### src/rtl/fp_pkg.sv
// Shared definitions for the binary32 arithmetic units: format widths,
// special encodings, controller state encoding and done_sig bit positions.
package fp_pkg;

    localparam int unsigned WORD_W  = 32;
    localparam int unsigned EXP_W   = 8;
    localparam int unsigned MAN_W   = 23;
    localparam int unsigned SIG_W   = MAN_W + 1;   // significand incl. hidden bit
    localparam int unsigned QUO_W   = SIG_W + 1;   // quotient incl. integer bit
    localparam int unsigned CNT_W   = 5;           // iteration counter, 0..QUO_W-1
    localparam int unsigned ESUM_W  = 10;          // signed exponent arithmetic width
    localparam int unsigned BIAS    = 127;
    localparam int unsigned EXP_MAX = 255;
    localparam int unsigned DONE_W  = 4;

    localparam logic [WORD_W-1:0] QNAN    = 32'h7FC0_0000;
    localparam logic [WORD_W-1:0] POS_INF = 32'h7F80_0000;

    // done_sig bit indices
    localparam int unsigned DS_DONE = 0;
    localparam int unsigned DS_DIV0 = 1;
    localparam int unsigned DS_OVF  = 2;
    localparam int unsigned DS_UNF  = 3;

    typedef enum logic [2:0] {
        ST_IDLE    = 3'd0,
        ST_CHECK   = 3'd1,
        ST_DIVIDE  = 3'd2,
        ST_NORM    = 3'd3,
        ST_DONE    = 3'd4,
        ST_RELEASE = 3'd5
    } state_e;

    typedef struct packed {
        logic             sign;
        logic [EXP_W-1:0] exponent;
        logic [MAN_W-1:0] mantissa;
    } fp32_t;

    function automatic logic [WORD_W-1:0] signed_inf(input logic s);
        return POS_INF | {s, {(WORD_W-1){1'b0}}};
    endfunction

    function automatic logic [WORD_W-1:0] signed_zero(input logic s);
        return {s, {(WORD_W-1){1'b0}}};
    endfunction

endpackage : fp_pkg

### src/rtl/fp_div_mant_core.sv
// Iterative restoring divider for 24-bit significands, one quotient bit per
// clock, QUO_W iterations. The first bit produced is the integer bit.
// Ports:
//   clk, rst_n      clock, async active-low reset
//   load_i          start a new division (overrides any division in flight)
//   dividend_i      {1, mantissa A}
//   divisor_i       {1, mantissa B}
//   busy_o          iterations in progress (registered)
//   finished_c_o    combinational: the final iteration happens at this edge
//   quot_o          quotient q[24:0], valid once busy_o has dropped
module fp_div_mant_core
    import fp_pkg::*;
(
    input  logic             clk,
    input  logic             rst_n,
    input  logic             load_i,
    input  logic [SIG_W-1:0] dividend_i,
    input  logic [SIG_W-1:0] divisor_i,
    output logic             busy_o,
    output logic             finished_c_o,
    output logic [QUO_W-1:0] quot_o
);

    logic [SIG_W:0]   rem_q, rem_d;
    logic [SIG_W-1:0] dvs_q, dvs_d;
    logic [QUO_W-1:0] quo_q, quo_d;
    logic [CNT_W-1:0] cnt_q, cnt_d;
    logic             busy_q, busy_d;

    logic [SIG_W+1:0] diff_c;
    logic [SIG_W:0]   rem_nxt_c;
    logic             ge_c;
    logic             last_c;

    // One restoring step: trial subtract, keep on no-borrow, shift left.
    always_comb begin
        diff_c    = {1'b0, rem_q} - {2'b00, dvs_q};
        ge_c      = ~diff_c[SIG_W+1];
        rem_nxt_c = ge_c ? diff_c[SIG_W:0] : rem_q;
        last_c    = busy_q && (cnt_q == CNT_W'(QUO_W - 1));

        rem_d  = rem_q;
        dvs_d  = dvs_q;
        quo_d  = quo_q;
        cnt_d  = cnt_q;
        busy_d = busy_q;

        if (load_i) begin
            rem_d  = {1'b0, dividend_i};
            dvs_d  = divisor_i;
            quo_d  = '0;
            cnt_d  = '0;
            busy_d = 1'b1;
        end else if (busy_q) begin
            quo_d = {quo_q[QUO_W-2:0], ge_c};
            rem_d = rem_nxt_c << 1;
            // Counter parks at its last value rather than wrapping.
            if (last_c) begin
                busy_d = 1'b0;
            end else begin
                cnt_d = cnt_q + CNT_W'(1);
            end
        end
    end

    always_ff @(posedge clk or negedge rst_n) begin
        if (!rst_n) begin
            rem_q  <= '0;
            dvs_q  <= '0;
            quo_q  <= '0;
            cnt_q  <= '0;
            busy_q <= 1'b0;
        end else begin
            rem_q  <= rem_d;
            dvs_q  <= dvs_d;
            quo_q  <= quo_d;
            cnt_q  <= cnt_d;
            busy_q <= busy_d;
        end
    end

    assign busy_o       = busy_q;
    assign finished_c_o = last_c;
    assign quot_o       = quo_q;

endmodule : fp_div_mant_core

### src/rtl/fp_divider.sv
// Sequential binary32 divider, result = A / B, truncating rounding,
// denormals flushed to zero on input and output.
// Ports:
//   clk, rst_n   clock, async active-low reset
//   A, B         dividend / divisor, sampled when the request is accepted
//   start_sig    request, held high by the requester until done_sig[0]
//   result       quotient, held until the next completion
//   done_sig     {underflow, overflow, div-by-zero, done}; one-cycle pulse
module fp_divider
    import fp_pkg::*;
(
    input  logic              clk,
    input  logic              rst_n,
    input  logic [WORD_W-1:0] A,
    input  logic [WORD_W-1:0] B,
    input  logic              start_sig,
    output logic [WORD_W-1:0] result,
    output logic [DONE_W-1:0] done_sig
);

    state_e              state_q, state_d;
    fp32_t               a_q, a_d;
    fp32_t               b_q, b_d;
    logic                sign_q, sign_d;
    logic [ESUM_W-1:0]   exp_q, exp_d;
    logic [WORD_W-1:0]   pend_res_q, pend_res_d;
    logic [DONE_W-1:0]   pend_done_q, pend_done_d;
    logic [WORD_W-1:0]   result_q, result_d;
    logic [DONE_W-1:0]   done_q, done_d;

    logic                core_load_c;
    logic                core_busy;
    logic                core_fin_c;
    logic [QUO_W-1:0]    core_quo;

    logic a_nan_c, a_inf_c, a_zero_c;
    logic b_nan_c, b_inf_c, b_zero_c;
    logic [ESUM_W-1:0] e_norm_c;
    logic [MAN_W-1:0]  m_norm_c;
    logic              ovf_c, unf_c;

    // The core is loaded straight from the inputs on acceptance so that the
    // CHECK cycle overlaps the first iteration; special operands simply
    // ignore whatever the core produces.
    fp_div_mant_core u_core (
        .clk          (clk),
        .rst_n        (rst_n),
        .load_i       (core_load_c),
        .dividend_i   ({1'b1, A[MAN_W-1:0]}),
        .divisor_i    ({1'b1, B[MAN_W-1:0]}),
        .busy_o       (core_busy),
        .finished_c_o (core_fin_c),
        .quot_o       (core_quo)
    );

    // Operand classification; exponent 0 covers zero and flushed denormals.
    always_comb begin
        a_nan_c  = (a_q.exponent == '1) && (a_q.mantissa != '0);
        a_inf_c  = (a_q.exponent == '1) && (a_q.mantissa == '0);
        a_zero_c = (a_q.exponent == '0);
        b_nan_c  = (b_q.exponent == '1) && (b_q.mantissa != '0);
        b_inf_c  = (b_q.exponent == '1) && (b_q.mantissa == '0);
        b_zero_c = (b_q.exponent == '0);
    end

    // Normalisation of the quotient and range checks on the final exponent.
    always_comb begin
        if (core_quo[QUO_W-1]) begin
            m_norm_c = core_quo[QUO_W-2:1];
            e_norm_c = exp_q;
        end else begin
            m_norm_c = core_quo[MAN_W-1:0];
            e_norm_c = exp_q - ESUM_W'(1);
        end
        ovf_c = $signed(e_norm_c) >= $signed(ESUM_W'(EXP_MAX));
        unf_c = $signed(e_norm_c) <  $signed(ESUM_W'(1));
    end

    // Controller next-state and datapath updates.
    always_comb begin
        state_d     = state_q;
        a_d         = a_q;
        b_d         = b_q;
        sign_d      = sign_q;
        exp_d       = exp_q;
        pend_res_d  = pend_res_q;
        pend_done_d = pend_done_q;
        result_d    = result_q;
        done_d      = '0;
        core_load_c = 1'b0;

        case (state_q)
            ST_IDLE: begin
                if (start_sig) begin
                    a_d         = A;
                    b_d         = B;
                    core_load_c = 1'b1;
                    state_d     = ST_CHECK;
                end
            end

            ST_CHECK: begin
                sign_d = a_q.sign ^ b_q.sign;
                exp_d  = ESUM_W'(a_q.exponent) - ESUM_W'(b_q.exponent) + ESUM_W'(BIAS);
                pend_done_d          = '0;
                pend_done_d[DS_DONE] = 1'b1;
                state_d              = ST_DONE;
                if (a_nan_c || b_nan_c || (a_zero_c && b_zero_c) || (a_inf_c && b_inf_c)) begin
                    pend_res_d = QNAN;
                end else if (b_zero_c && !a_inf_c) begin
                    pend_res_d           = signed_inf(a_q.sign ^ b_q.sign);
                    pend_done_d[DS_DIV0] = 1'b1;
                end else if (a_inf_c) begin
                    pend_res_d = signed_inf(a_q.sign ^ b_q.sign);
                end else if (a_zero_c || b_inf_c) begin
                    pend_res_d = signed_zero(a_q.sign ^ b_q.sign);
                end else begin
                    state_d = ST_DIVIDE;
                end
            end

            ST_DIVIDE: begin
                // !core_busy only guards against ever stalling here.
                if (core_fin_c || !core_busy) begin
                    state_d = ST_NORM;
                end
            end

            ST_NORM: begin
                pend_done_d          = '0;
                pend_done_d[DS_DONE] = 1'b1;
                if (ovf_c) begin
                    pend_res_d          = signed_inf(sign_q);
                    pend_done_d[DS_OVF] = 1'b1;
                end else if (unf_c) begin
                    pend_res_d          = signed_zero(sign_q);
                    pend_done_d[DS_UNF] = 1'b1;
                end else begin
                    pend_res_d = {sign_q, e_norm_c[EXP_W-1:0], m_norm_c};
                end
                state_d = ST_DONE;
            end

            ST_DONE: begin
                result_d = pend_res_q;
                done_d   = pend_done_q;
                state_d  = ST_RELEASE;
            end

            ST_RELEASE: begin
                // A request still held from the last operation must not retrigger.
                if (!start_sig) begin
                    state_d = ST_IDLE;
                end
            end

            default: begin
                state_d = ST_IDLE;
            end
        endcase
    end

    always_ff @(posedge clk or negedge rst_n) begin
        if (!rst_n) begin
            state_q     <= ST_IDLE;
            a_q         <= '0;
            b_q         <= '0;
            sign_q      <= 1'b0;
            exp_q       <= '0;
            pend_res_q  <= '0;
            pend_done_q <= '0;
            result_q    <= '0;
            done_q      <= '0;
        end else begin
            state_q     <= state_d;
            a_q         <= a_d;
            b_q         <= b_d;
            sign_q      <= sign_d;
            exp_q       <= exp_d;
            pend_res_q  <= pend_res_d;
            pend_done_q <= pend_done_d;
            result_q    <= result_d;
            done_q      <= done_d;
        end
    end

    assign result   = result_q;
    assign done_sig = done_q;

endmodule : fp_divider

### config.mk
export PLATFORM = sky130hd
export DESIGN_NAME = fp_divider
export DESIGN_NICKNAME = d
export VERILOG_FILES = /design/src/rtl/fp_pkg.sv /design/src/rtl/fp_div_mant_core.sv /design/src/rtl/fp_divider.sv
export SDC_FILE = /design/constraint.sdc
export NUM_CORES = 1
export LEC_CHECK = 0
export ABC_AREA = 1
export BUFFER_PORTS_ARGS = -buffer_cell sky130_fd_sc_hd__buf_4
export CORE_MARGIN = 3
export CORE_UTILIZATION = 51
export DETAILED_ROUTE_END_ITERATION = 16
export GPL_TIMING_DRIVEN = 0
export HOLD_SLACK_MARGIN = 0.15
export PLACE_DENSITY = 0.81
export SLEW_MARGIN = 20
export SYNTH_ARGS = -nofsm -noshare
export SYNTH_HDL_FRONTEND = slang
export SYNTH_SLANG_ARGS = --single-unit
export TNS_END_PERCENT = 50
### constraint.sdc
create_clock -name clk -period 4.3 [get_ports clk]
set_clock_uncertainty 0.05 [all_clocks]
set_input_delay 0.645 -clock clk [delete_from_list [all_inputs] [get_ports clk]]
set_output_delay 0.645 -clock clk [all_outputs]
set_load 0.1 [all_outputs]
==> out/metrics.yaml, run 1 <==
run_status:
  status: "complete, no violations"
layout:
  final_common_cell: "nand2_1"
  syn_to_final_growth_pct: 17.7
  stdcell_count: 1885
  final_cell_mix: "nand2_1, dfrtp_1, inv_1"
  drive_gt1_share_pct: 14.3
  diodes: 0
  nets: 1698
  final_area_sq_um: 13300
setup_path:
  cp.required_ns: 4.71
  path_delay_family: "simple AND/OR/NAND/NOR gates"
  cp_common_cell: "nand2_1"
  critPathBufInv: 2
  slowest_stage: "ha_1"
  crit_fanout: 7
  reg2reg_slack_ns: 1.86
  cp.depth: 13
  worstPathCellList: "inv_1 > ha_1 > a21oi_1 > o21ai_1 > a21oi_2 > nor2_2 > nor2_8 > nand2_4 > inv_1 > nand2_1 > nand2_1 > nand2_1 > nand2_1"
  end_kind: "register"
  critical_path_class: "reg2reg"
  worst-r2r-cell-count: 13
  critPathArrivalTime_ns: 2.84
  startpoint_type: "register"
  slowest_delay_ns: 0.37
floorplan:
  die_w_microns: 155
  rows: 53
  coreArea_sq_um: 21400
  die_h_microns: 155
  initial_core_util_pct: 52.9
  num_io_pins: 103
  die_area_sq_um: 24000
timing:
  grt_setup_unrepaired: "false"
  min_period_ns: 2.44
  max_slew.worst_pin.slew_ns: 0.691
  final_hold_viol_count: 0
  max_freq_mhz: 410
  setup_viol: 0
  setup_tns_ns: 0
  slew_viol_final: 0
  slew_headroom_pct: 53.9
  fin_crit_sh_pct: 56.7
route:
  first_iter_violations: 747
  first_pass_iters: 6
  vias: 9927
  routed_wl_microns: 29300
  viasPerCell: 5.27
  drc: 0
  wire_per_inst_microns: 15.6
  detail-route-antenna-nets: 0
synth:
  synthCells: 1463
  synth_area_per_cell_sq_um: 7.74
  synth_edf_count: 0
  synth_top_family_by_area: "simple AND/OR/NAND/NOR gates"
  syn_nets: 1568
  ys.flop_type: "dfrtp_1"
  ys_seq_area_share_pct: 45.7
  muxShareOfSynthArea_pct: 0.696
  yosysWarnings: 0
  async_flop_share_pct: 100
  synthAdderAreaFrac_pct: 4.33
  synth_top_area_share_pct: 45.7
  yosys.area_share.xor_xnor_pct: 1.55
  synth.area.top_cells: "dfrtp_1, nand2_1, inv_1, o21ai_0, nor2_1"
  yosys.area_share.simple_pct: 25.6
  yosys.cell_types.count: 50
  yosys.area.top_type: "dfrtp_1"
  netlist_area_sq_um: 11300
  ys_ff_latch: 207
  synth_compound_area_share_pct: 12.9
place:
  port_buffers: 102
  routabilityCongestion: 0.930
  dp_hpwl_microns: 22300
  placed_area_sq_um: 12500
  dp_cells: 1842
grt:
  antenna_found_initial: 0
  grt.busiest_layer: "met2"
  grt_pass1_wl_microns: 48600
  met2_usage_pct: 42.7
  grt_max_degree: 88
  grt_use_met1_pct: 32.1
  grt_use_met3_pct: 3.28
  first_global_vias: 9826
  grt_overflow: 0
  grtUsageTotal_pct: 24.5
clock_tree:
  cts_tree: "done"
  root_buffer: "clkbuf_16"
  numCtsBuffers: 23
  htreeDepth: 1
  cts_sinks: 207
  clock_path_buffers: 3
  clkTransAtPathRegs_ns: 0.06
  post_cts_resized: 0
  clk_latency_ns: 0.52
job:
  maxCapViolCount: 0
hold_path:
  hold_path.class: "in2reg"
  hold_depth: 3
-- through the flow --
step                worst slack [ns]  util [%]  hold slack (ns)
floorplan                       2.16         -            0.299
global placement                1.16      58.1            0.383
detailed placement              1.90      58.4            0.390
CTS                             1.88      62.3            0.252
global route                    1.62      62.3            0.264
finish                          1.86      62.3            0.270
-- path summary, 6_finish.rpt --
check                              endpoint           start
max in group asynchronous  u_core.rem_q[13]           rst_n
max reg2reg                u_core.rem_q[12]         b_q[16]
min reg2reg                  pend_done_q[0]  pend_done_q[0]
max                        u_core.rem_q[12]         b_q[16]
min                                 a_q[25]           A[25]
min in group asynchronous        result[26]           rst_n
-- layer usage --
metal,vias up,wire (microns)
li1,4981,-
met1,4587,12600
met2,299,14400
met3,60,1420
met4,0,849
met5,-,0
-- synthesized netlist by cell type, types with 26 or more instances --
library cell / number
o21ai_1: 30
dfrtp_1: 207
inv_1: 198
o21ai_0: 131
nor2_1: 127
clkbuf_1: 26
ha_1: 36
nand4_1: 26
nand2_1: 378
a21oi_1: 35
nand3_1: 79
o22ai_1: 35
-- final cells by class --
| cell class | count | area (sq um) |
|---|---|---|
| inverters | 209 | 790 |
| multi-input cells | 998 | 5110 |
| repair buffers | 105 | 838 |
| fillers | 1869 | 8080 |
| clock inverters | 10 | 165 |
| flip-flops and latches | 207 | 5180 |
| plain buffers | 49 | 251 |
| well taps | 275 | 344 |
| clock buffers | 32 | 659 |
-- tightest hold or removal path, cell delays in order --
cell	delay (ns)
buf_4	0.07
nand2_1	0.04
nand2_1	0.05
-- logic make-up after synthesis --
group / after synthesis
and+or+nand+nor: 670
AOI/OAI and AO/OA: 263
buffers and inverters: 258
DFF: 207
adders and majority gates: 38
xor gates and xnor gates: 20
muxes: 7
-- flip-flops by register name (all words and copies together) (netlist names) --
| register | count |
|---|---|
| a_q | 32 |
| pend_res_q | 32 |
| result | 32 |
| b_q | 31 |
| u_core.quot_o | 25 |
| u_core.rem_q | 25 |
| exp_q | 10 |
| u_core.cnt_q | 5 |
| done_sig | 4 |
| pend_done_q | 4 |
| state_q | 3 |
| u_core.dvs_q | 2 |
| sign_q | 1 |
| u_core.busy_o | 1 |
-- timing repair --
action / 4_1_cts / 5_1_grt
endpoints found under the hold margin: 42 / 0
buffers inserted: 0 / 0
hold buffers: 1 / 0
Power of run 1 is left out: the tool's default activity adds up to more than one toggle a clock period on the data nets, which glitch-free logic cannot reach.
==> inputs of run 2 (changes only) <==
--- a/config.mk
+++ b/config.mk
@@ -5,14 +5,14 @@
 export SDC_FILE = /design/constraint.sdc
 export NUM_CORES = 1
 export LEC_CHECK = 0
-export ABC_AREA = 1
+export ABC_AREA = 0
 export BUFFER_PORTS_ARGS = -buffer_cell sky130_fd_sc_hd__buf_4
 export CORE_MARGIN = 3
 export CORE_UTILIZATION = 51
 export DETAILED_ROUTE_END_ITERATION = 16
 export GPL_TIMING_DRIVEN = 0
 export HOLD_SLACK_MARGIN = 0.15
-export PLACE_DENSITY = 0.81
+export PLACE_DENSITY = 0.84
 export SLEW_MARGIN = 20
 export SYNTH_ARGS = -nofsm -noshare
 export SYNTH_HDL_FRONTEND = slang
==> constraint.sdc (replaced) <==
create_clock -name clk -period 2.13 [get_ports clk]
set_clock_uncertainty 0.05 [all_clocks]
set_input_delay 0.3195 -clock clk [delete_from_list [all_inputs] [get_ports clk]]
set_output_delay 0.3195 -clock clk [all_outputs]
set_load 0.1 [all_outputs]
==> run 2 against run 1 <==
Against the previous run:
- the run now ends with setup timing left
- synthesized cell count shrank 24%
- final cell count shrank 12%
- wire length grew 28%
- fmax shrank 21%
- largest cell class is now multi-input gates
- highest routed layer unchanged
==> out/metrics.yaml, run 2 <==
layout:
  final_cell_mix: "nand2_1, dfrtp_1, buf_4"
  syn_to_final_growth_pct: 40.6
  diodes: 0
  nets: 1485
  drive_gt1_share_pct: 33.2
  final_core_util_pct: 73.5
  final_area_sq_um: 15000
  final_common_cell: "nand2_1"
  stdcell_count: 1666
timing:
  final_hold_viol_count: 0
  setup_viol: 73
  max_slew.worst_pin.slew_ns: 0.976
  slew_headroom_pct: 34.3
  setup_tns_ns: -42.82
  min_period_ns: 3.08
  max_freq_mhz: 325
  fin_crit_sh_pct: 145
  grt_setup_unrepaired: "true"
  layout_setup_ws_ns: -0.949
  slew_viol_final: 0
synth:
  async_flop_share_pct: 100
  syn_nets: 1217
  synthCells: 1112
  yosys.cell_types.count: 70
  yosys.area.top_type: "dfrtp_1"
  ys_ff_latch: 207
  ys.flop_type: "dfrtp_1"
  synth.area.top_cells: "dfrtp_1, nand2_1, mux2i_1, ha_1, o21ai_0"
  ys_seq_area_share_pct: 48.5
  yosysWarnings: 0
  ys_top_cells_by_count: "nand2_1, dfrtp_1, o21ai_0"
  synth_edf_count: 0
  netlist_area_sq_um: 10700
  synth_top_area_share_pct: 48.5
  synth_area_per_cell_sq_um: 9.61
  synth_most_common_cell: "nand2_1"
setup_path:
  critical_path_class: "reg2reg"
  worst-r2r-cell-count: 10
  cp_common_cell: "o21ai_0"
  reg2reg_slack_ns: -0.95
  worstReg2RegStart: "u_core.rem_q[14]"
  end_kind: "register"
  r2r-end: "u_core.rem_q[17]"
  critPathArrivalTime_ns: 3.41
  cp.required_ns: 2.46
  startpoint_type: "register"
  worstPathCellList: "ha_2 > o21ai_0 > a21oi_1 > a41oi_4 > a211oi_4 > buf_4 > buf_8 > o21ai_0 > o22ai_2 > o21ai_1"
  crit_start: "u_core.rem_q[14]"
  crit_fanout: 6
  slowest_stage: "dfrtp_1"
  slowest_delay_ns: 0.47
route:
  detail-route-antenna-nets: 0
  routed_wl_microns: 37600
  vias: 10419
  wire_per_inst_microns: 22.6
  drc: 0
  first_pass_iters: 8
  viasPerCell: 6.25
  first_iter_violations: 1126
clock_tree:
  cts_sinks: 207
  clock_path_buffers: 3
  root_buffer: "clkbuf_16"
  numCtsBuffers: 23
  clk_latency_ns: 0.54
  cts_tree: "done"
  htreeDepth: 1
  clkTransAtPathRegs_ns: 0.06
place:
  dp_hpwl_microns: 19500
  routabilityCongestion: 0.878
  dp_cells: 1486
  port_buffers: 102
  placed_area_sq_um: 12000
floorplan:
  die_w_microns: 151
  num_io_pins: 103
  initial_core_util_pct: 52.3
  rows: 52
  coreArea_sq_um: 20400
  die_h_microns: 151
  die_area_sq_um: 22700
grt:
  grt_max_degree: 102
  grt_overflow: 0
  grtUsageTotal_pct: 28.7
  antenna_found_initial: 0
  first_global_vias: 10157
  grt_pass1_wl_microns: 51500
hold_path:
  hold_path.class: "in2async"
run_status:
  status: "finished, violations left"
  violations: "setup timing"
job:
  maxCapViolCount: 0
-- run 2: how the worst max path moves through the flow --
stage / slack (ns) / cells past startpoint / to
6_report: -0.95 / 10 / u_core.rem_q[17]
5_1_grt: -1.01 / 9 / u_core.rem_q[5]
4_1_cts: -0.62 / 11 / u_core.rem_q[22]
3_5_place_dp: -0.98 / 11 / u_core.rem_q[21]
3_3_place_gp: -0.87 / 11 / u_core.rem_q[1]
2_1_floorplan: -0.46 / 11 / u_core.rem_q[1]
-- run 2: through the flow --
stage,setup WS [ns],hold WS (ns)
global route,-1.01,0.245
detailed placement,-0.977,0.156
floorplan,-0.457,-0.0261
global placement,-0.874,0.388
finish,-0.949,0.208
CTS,-0.620,0.215
-- run 2: worst max-delay path: cells and delay by family, from the launching register on --
kind            cells  cell delay, ns
compound gates      7            1.63
flops               1            0.47
buf+inv             2            0.31
fa+ha+maj           1            0.46
-- run 2: area by class of cell --
class,count,area [sq um]
multi-input combinational,805,5950
timing repair buffer,247,2200
fill,1167,5410
inverter,47,179
sequential,207,5190
clock buffer,31,656
tap,270,338
clock inverter,10,190
buffer,49,315
-- run 2: per-layer routing --
layer / part of all wire (%) / wire, microns / global-route usage, % / vias up
li1: - / - / - / 4374
met1: 34 / 12800 / 33.5 / 4955
met2: 49 / 18300 / 50.7 / 809
met3: 8.9 / 3370 / 5.15 / 281
met4: 8.5 / 3190 / 14.1 / 0
met5: 0 / 0 / 0 / -
-- run 2: repair_timing --
item | CTS | global route
resized for setup | 129 | 122
setup buffers | 47 | 30
pin swaps | 54 | 54
setup endpoints to repair | 165 | 163
endpoints found under the hold margin | 220 | 0
gates cloned | 3 | 1
hold buffers | 66 | 0
-- run 2: logic make-up (layout without fill, tap and decap cells) --
family | count (synthesis) | after routing | share of synthesized area [%]
multiplexers | 91 | 91 | 8.95
AND/OR/NAND/NOR | 404 | 404 | 16.9
adder cells (fa/ha/maj) | 38 | 38 | 4.59
AO/OA/AOI/OAI | 234 | 234 | 14.0
XOR/XNOR | 38 | 38 | 3.12
flip-flops | 207 | 207 | 48.5
buffers and inverters | 100 | 384 | 3.95
Power of run 2 is left out for the same reason.
